`src/rtl/reg_file_sb.sv`:
```
// Register file with two combinational read ports, one write port and a per-register
// pending (scoreboard) bit that is set on issue and cleared on writeback.
module reg_file_sb #(
    parameter int unsigned XLEN       = 32,
    parameter int unsigned NREGS      = 32,
    parameter int unsigned ZERO_REG   = 1,
    parameter int unsigned BYPASS     = 1,
    parameter int unsigned INIT_INDEX = 1,
    localparam int unsigned AW        = $clog2(NREGS)
) (
    input  logic             clk,
    input  logic             rst_n,
    input  logic [AW-1:0]    rs1_add,
    input  logic [AW-1:0]    rs2_add,
    output logic [XLEN-1:0]  rs1_data,
    output logic [XLEN-1:0]  rs2_data,
    output logic             rs1_busy,
    output logic             rs2_busy,
    input  logic             issue_valid,
    input  logic [AW-1:0]    issue_rd,
    output logic             issue_waw,
    input  logic             reg_write,
    input  logic [AW-1:0]    rd_add,
    input  logic [XLEN-1:0]  write_reg_data,
    output logic [NREGS-1:0] busy_vec
);

    logic [XLEN-1:0]  regs_q [NREGS];
    logic [NREGS-1:0] busy_q;
    logic             wr_en;
    logic             iss_en;

    function automatic logic [XLEN-1:0] reset_val(input int idx);
        if (INIT_INDEX == 0 || (ZERO_REG != 0 && idx == 0)) begin
            return '0;
        end
        return XLEN'(idx);
    endfunction

    // Register 0 is hard-wired when ZERO_REG is set, so writes and issues to it vanish here.
    always_comb begin
        wr_en  = reg_write;
        iss_en = issue_valid;
        if (ZERO_REG != 0 && rd_add == '0) begin
            wr_en = 1'b0;
        end
        if (ZERO_REG != 0 && issue_rd == '0) begin
            iss_en = 1'b0;
        end
    end

    always_ff @(posedge clk or negedge rst_n) begin
        if (!rst_n) begin
            for (int i = 0; i < int'(NREGS); i++) begin
                regs_q[i] <= reset_val(i);
            end
        end else if (wr_en) begin
            regs_q[rd_add] <= write_reg_data;
        end
    end

    // Issue is applied after writeback so a same-register collision leaves the bit set:
    // the newly issued producer owns the register.
    always_ff @(posedge clk or negedge rst_n) begin
        if (!rst_n) begin
            busy_q <= '0;
        end else begin
            for (int i = 0; i < int'(NREGS); i++) begin
                if (iss_en && issue_rd == AW'(i)) begin
                    busy_q[i] <= 1'b1;
                end else if (wr_en && rd_add == AW'(i)) begin
                    busy_q[i] <= 1'b0;
                end
            end
        end
    end

    always_comb begin
        rs1_data = regs_q[rs1_add];
        rs1_busy = busy_q[rs1_add];
        if (BYPASS != 0 && wr_en && rd_add == rs1_add) begin
            rs1_data = write_reg_data;
            rs1_busy = 1'b0;
        end
        if (ZERO_REG != 0 && rs1_add == '0) begin
            rs1_data = '0;
            rs1_busy = 1'b0;
        end
    end

    always_comb begin
        rs2_data = regs_q[rs2_add];
        rs2_busy = busy_q[rs2_add];
        if (BYPASS != 0 && wr_en && rd_add == rs2_add) begin
            rs2_data = write_reg_data;
            rs2_busy = 1'b0;
        end
        if (ZERO_REG != 0 && rs2_add == '0) begin
            rs2_data = '0;
            rs2_busy = 1'b0;
        end
    end

    // Advisory only: uses the pre-edge pending bit, never the bypassed view.
    assign issue_waw = issue_valid && busy_q[issue_rd];
    assign busy_vec  = busy_q;

endmodule
```
`config.mk`:
```
export PLATFORM = sky130hd
export DESIGN_NAME = reg_file_sb
export DESIGN_NICKNAME = d
export VERILOG_FILES = /design/src/rtl/reg_file_sb.sv
export SDC_FILE = /design/constraint.sdc
export NUM_CORES = 2
export LEC_CHECK = 0
export BUFFER_PORTS_ARGS = -buffer_cell sky130_fd_sc_hd__clkbuf_2
export CAP_MARGIN = 20
export CORE_MARGIN = 4
export CORE_UTILIZATION = 55
export DETAILED_ROUTE_END_ITERATION = 16
export PLACE_DENSITY = 0.8
export SYNTH_ARGS = -nofsm -noshare
export SYNTH_HDL_FRONTEND = slang
export SYNTH_SLANG_ARGS = --single-unit
export TNS_END_PERCENT = 100
```
`constraint.sdc`:
```
create_clock -name clk -period 4.75 [get_ports clk]
set_input_delay 1.425 -clock clk [delete_from_list [all_inputs] [get_ports clk]]
set_output_delay 1.425 -clock clk [all_outputs]
set_load 0.03 [all_outputs]
```
==> metrics.md <==
| Metric | Value |
|---|---|
| Status | `finished, violations left` |
| Violations in the final reports | `setup timing` |
| Leading post-synthesis cells by instance count | `sky130_fd_sc_hd__mux2_2 (1034), sky130_fd_sc_hd__dfrtp_1 (976), sky130_fd_sc_hd__mux2i_1 (412), sky130_fd_sc_hd__mux4_2 (347), sky130_fd_sc_hd__clkbuf_1 (250)` |
| Leak Pwr | `30.5 nW` |
| Count of nets left with antenna violations after detail routing | `0` |
| Router iterations before antenna repair | `8` |
| Count of endpoints failing hold in the final timing report | `0` |
| Die Y | `331 um` |
| Largest area contributor in the synthesized netlist | `sky130_fd_sc_hd__dfrtp_1` |
| H-Tree Level Count | `3` |
| Mean instance size in the synthesized netlist | `13.8 um^2` |
| Proportion of netlist area held by the largest area contributor | `0.426` |
| Number of buffers inserted for hold repair after clock tree synthesis | `0` |
| GRT Residual Overflow | `0` |
| Routed length per instance | `34.7 um` |
| Maximum number of pins on one net before global-route repair | `180` |
| Clk Latency, worst-skew pair | `680 ps` |
| Worst min-delay path class | `reg -> reg` |
| Synth Net Count | `4195` |
| Slew at the pin with the worst max-slew slack | `1100 ps` |
| Max capacitance violation total | `0` |
| Area post-placement | `62400 um^2` |
| WP data arrival | `3480 ps` |
| Setup violations, final | `57` |
| Number of pins with negative max-slew slack in the final report | `0` |
| Worst supply voltage drop on vdd | `0.297 mV` |
| Vias post-DR | `43000` |
| F_max | `204 MHz` |
| Area enclosed by the die boundary | `109000 um^2` |
| Wirelength, routed | `205000 um` |
| Clock slew at reported path FFs | `60 ps` |
| Netlist cell types | `47` |
| Share of the cycle needed by the critical path after routing | `1.03` |
| Total power after layout | `27.9 mW` |
| Setup ws final | `-151 ps` |
| Boundary Pins | `155` |
| Period minus WS final | `4900 ps` |
| First-pass GRT wire length | `292000 um` |
| Standard-cell row count | `118` |
| Worst relative slew slack | `0.270` |
| RSZ-0062 raised after global routing | `yes` |
| Crit Path Category | `in -> out` |
| Post-synth top flop | `sky130_fd_sc_hd__dfrtp_1` |
| Dominant cell by count in the synthesized netlist | `sky130_fd_sc_hd__mux2_2` |
| Clock root buffer master | `sky130_fd_sc_hd__clkbuf_16` |
| Post-synth ARST share | `1.00` |
| Required time worst endpoint | `3320 ps` |
| Proportion of synthesized chip area in sequential cells | `0.463` |
| Num CTS Buffers | `106` |
| Critical path startpoint category | `input pin` |
| Floorplan die width | `331 um` |
| Clock tree from TritonCTS | `done` |
| Initial DRC Count | `5977` |
| Synthesis warning total | `0` |
| Placeable Area | `103000 um^2` |
| Worst Setup End Kind | `primary output` |
| Synthesis-to-finish area growth | `20.5%` |
| Starting density of the core | `0.553` |
| Buffer depth of the longest clock path | `3` |
| Ratio of cells with drive above 1 in the final layout | `0.552` |
| Seq cells post-synth | `1056` |
| Gate count after technology mapping | `4139` |
| # clock sinks | `1056` |
| Combined area of all synthesized cells | `57300 um^2` |
| Detailed Place HPWL | `124000 um` |
| Vias per inst | `7.28` |
| Area of all placed cells without fillers | `69000 um^2` |
| Post-route DRC violation count | `0` |
| Ranking of synthesized cells by area | `sky130_fd_sc_hd__dfrtp_1 (43%), sky130_fd_sc_hd__mux2_2 (20%), sky130_fd_sc_hd__mux4_2 (14%)` |
| Vias in the first global route | `44000` |
| Gp weighted congestion | `0.933` |
| Pwr Density | `404 nW/um^2` |
| Worst clock skew on the final layout | `0 ps` |
| Largest fanout on the critical path | `11` |
| Overall fraction of global-route tracks in use | `0.362` |
| Number of flops mapped to enable cells by yosys | `0` |
| Number of nets in the final layout | `4489` |
| Initial antenna violation count | `10` |
| PortBufs | `154` |
-- routing by layer --
metal | part of all wire | GRT usage | up-vias | wire length (um)
met5 | 0.00044 | 0 | - | 91
met4 | 0.078 | 0.229 | 8 | 16000
met3 | 0.15 | 0.153 | 1007 | 30500
met2 | 0.43 | 0.518 | 3438 | 87300
met1 | 0.35 | 0.455 | 22100 | 70800
li1 | - | - | 16500 | -
-- cell families after synthesis --
family | Yosys count | synth area share
AOI/OAI and AO/OA | 478 | 0.0615
xor gates and xnor gates | 10 | 0.00153
buffers and inverters | 474 | 0.0359
DFF | 1056 | 0.463
muxes | 1793 | 0.412
and+or+nand+nor | 328 | 0.0262
-- timing repair --
item / CTS / global route
endpoints found under the setup margin: 65 / 66
pin swaps: 32 / 60
gates cloned: 11 / 12
buffers inserted: 51 / 38
resized for setup: 274 / 170
-- placed cells by master (no fill, tap or decap), types with 31 or more instances in the layout --
cell | Yosys | routed
sky130_fd_sc_hd__mux2_2 | 1034 | 1020
sky130_fd_sc_hd__dfrtp_1 | 976 | 976
sky130_fd_sc_hd__mux2i_1 | 412 | 406
sky130_fd_sc_hd__mux4_2 | 347 | 347
sky130_fd_sc_hd__buf_4 | 10 | 316
sky130_fd_sc_hd__nand2_1 | 172 | 130
sky130_fd_sc_hd__clkbuf_16 | 0 | 121
sky130_fd_sc_hd__buf_12 | 0 | 119
sky130_fd_sc_hd__a22oi_1 | 122 | 103
sky130_fd_sc_hd__dfstp_2 | 80 | 80
sky130_fd_sc_hd__clkbuf_2 | 0 | 78
sky130_fd_sc_hd__o22ai_1 | 59 | 59
sky130_fd_sc_hd__a21oi_1 | 67 | 52
sky130_fd_sc_hd__o21ai_0 | 44 | 44
sky130_fd_sc_hd__a32o_2 | 0 | 43
sky130_fd_sc_hd__nand2_2 | 0 | 40
sky130_fd_sc_hd__nor2_1 | 59 | 37
sky130_fd_sc_hd__clkbuf_8 | 0 | 37
sky130_fd_sc_hd__buf_6 | 5 | 37
sky130_fd_sc_hd__buf_8 | 0 | 37
sky130_fd_sc_hd__o221ai_1 | 31 | 31
-- final cells by class --
type                    count  area [um^2]
well taps                1380         1730
fillers                  6581        34400
clock inverters            49          616
inverters                   4         15.0
diodes                      6         15.0
repair buffers            656         7510
clock buffers             147         3010
multi-input cells        2609        29600
flip-flops and latches   1056        26500
-- power by group --
part / total, mW / internal, mW / switching [mW]
logic: 6.73 / 3.68 / 3.05
registers: 12.4 / 10.8 / 1.54
clock network: 8.84 / 5.09 / 3.75
-- worst paths after layout --
kind,from,end,slack (ps),cells past startpoint
setup reg to reg,busy_vec[0]$_DFFE_PN0P_,busy_vec[0]$_DFFE_PN0P_,3830,0
hold reg to reg,regs_q[1003]$_DFFE_PN0P_,regs_q[1003]$_DFFE_PN0P_,400,0
setup / recovery,rs2_add[2],rs2_data[31],-150,9
hold / removal,regs_q[1003]$_DFFE_PN0P_,regs_q[1003]$_DFFE_PN0P_,400,0
max in group asynchronous,rst_n,regs_q[46]$_DFFE_PN0P_,2800,3
min in group asynchronous,rst_n,regs_q[982]$_DFFE_PN0P_,590,1
-- metrics by stage --
step / utilization / instances / setup TNS [ps] / hold slack, ps / setup slack [ps]
after floorplan: - / 4139 / -19.6 / 441 / -3.26
after global placement: 0.603 / 5601 / -11580 / 378 / -382
after detailed placement: 0.603 / 5601 / -14690 / 387 / -453
after CTS: 0.656 / 5854 / -1290 / 400 / -127
after global routing: 0.667 / 5904 / -4270 / 409 / -143
final: 0.667 / 5907 / -4720 / 399 / -151
-- registers in the layout (all words and copies together) (netlist names) --
name,flops
regs_q,1024
busy_vec,32
-- worst max-delay path, cell delays in order --
cell and delay [ps]:
sky130_fd_sc_hd__buf_4 190, sky130_fd_sc_hd__or2_2 410, sky130_fd_sc_hd__nor4_1 380, sky130_fd_sc_hd__buf_4 230
sky130_fd_sc_hd__nor2_4 50, sky130_fd_sc_hd__buf_4 120, sky130_fd_sc_hd__buf_4 150, sky130_fd_sc_hd__a32o_1 290
sky130_fd_sc_hd__clkbuf_4 210
Note: power is estimated with default switching activity, not from simulation.
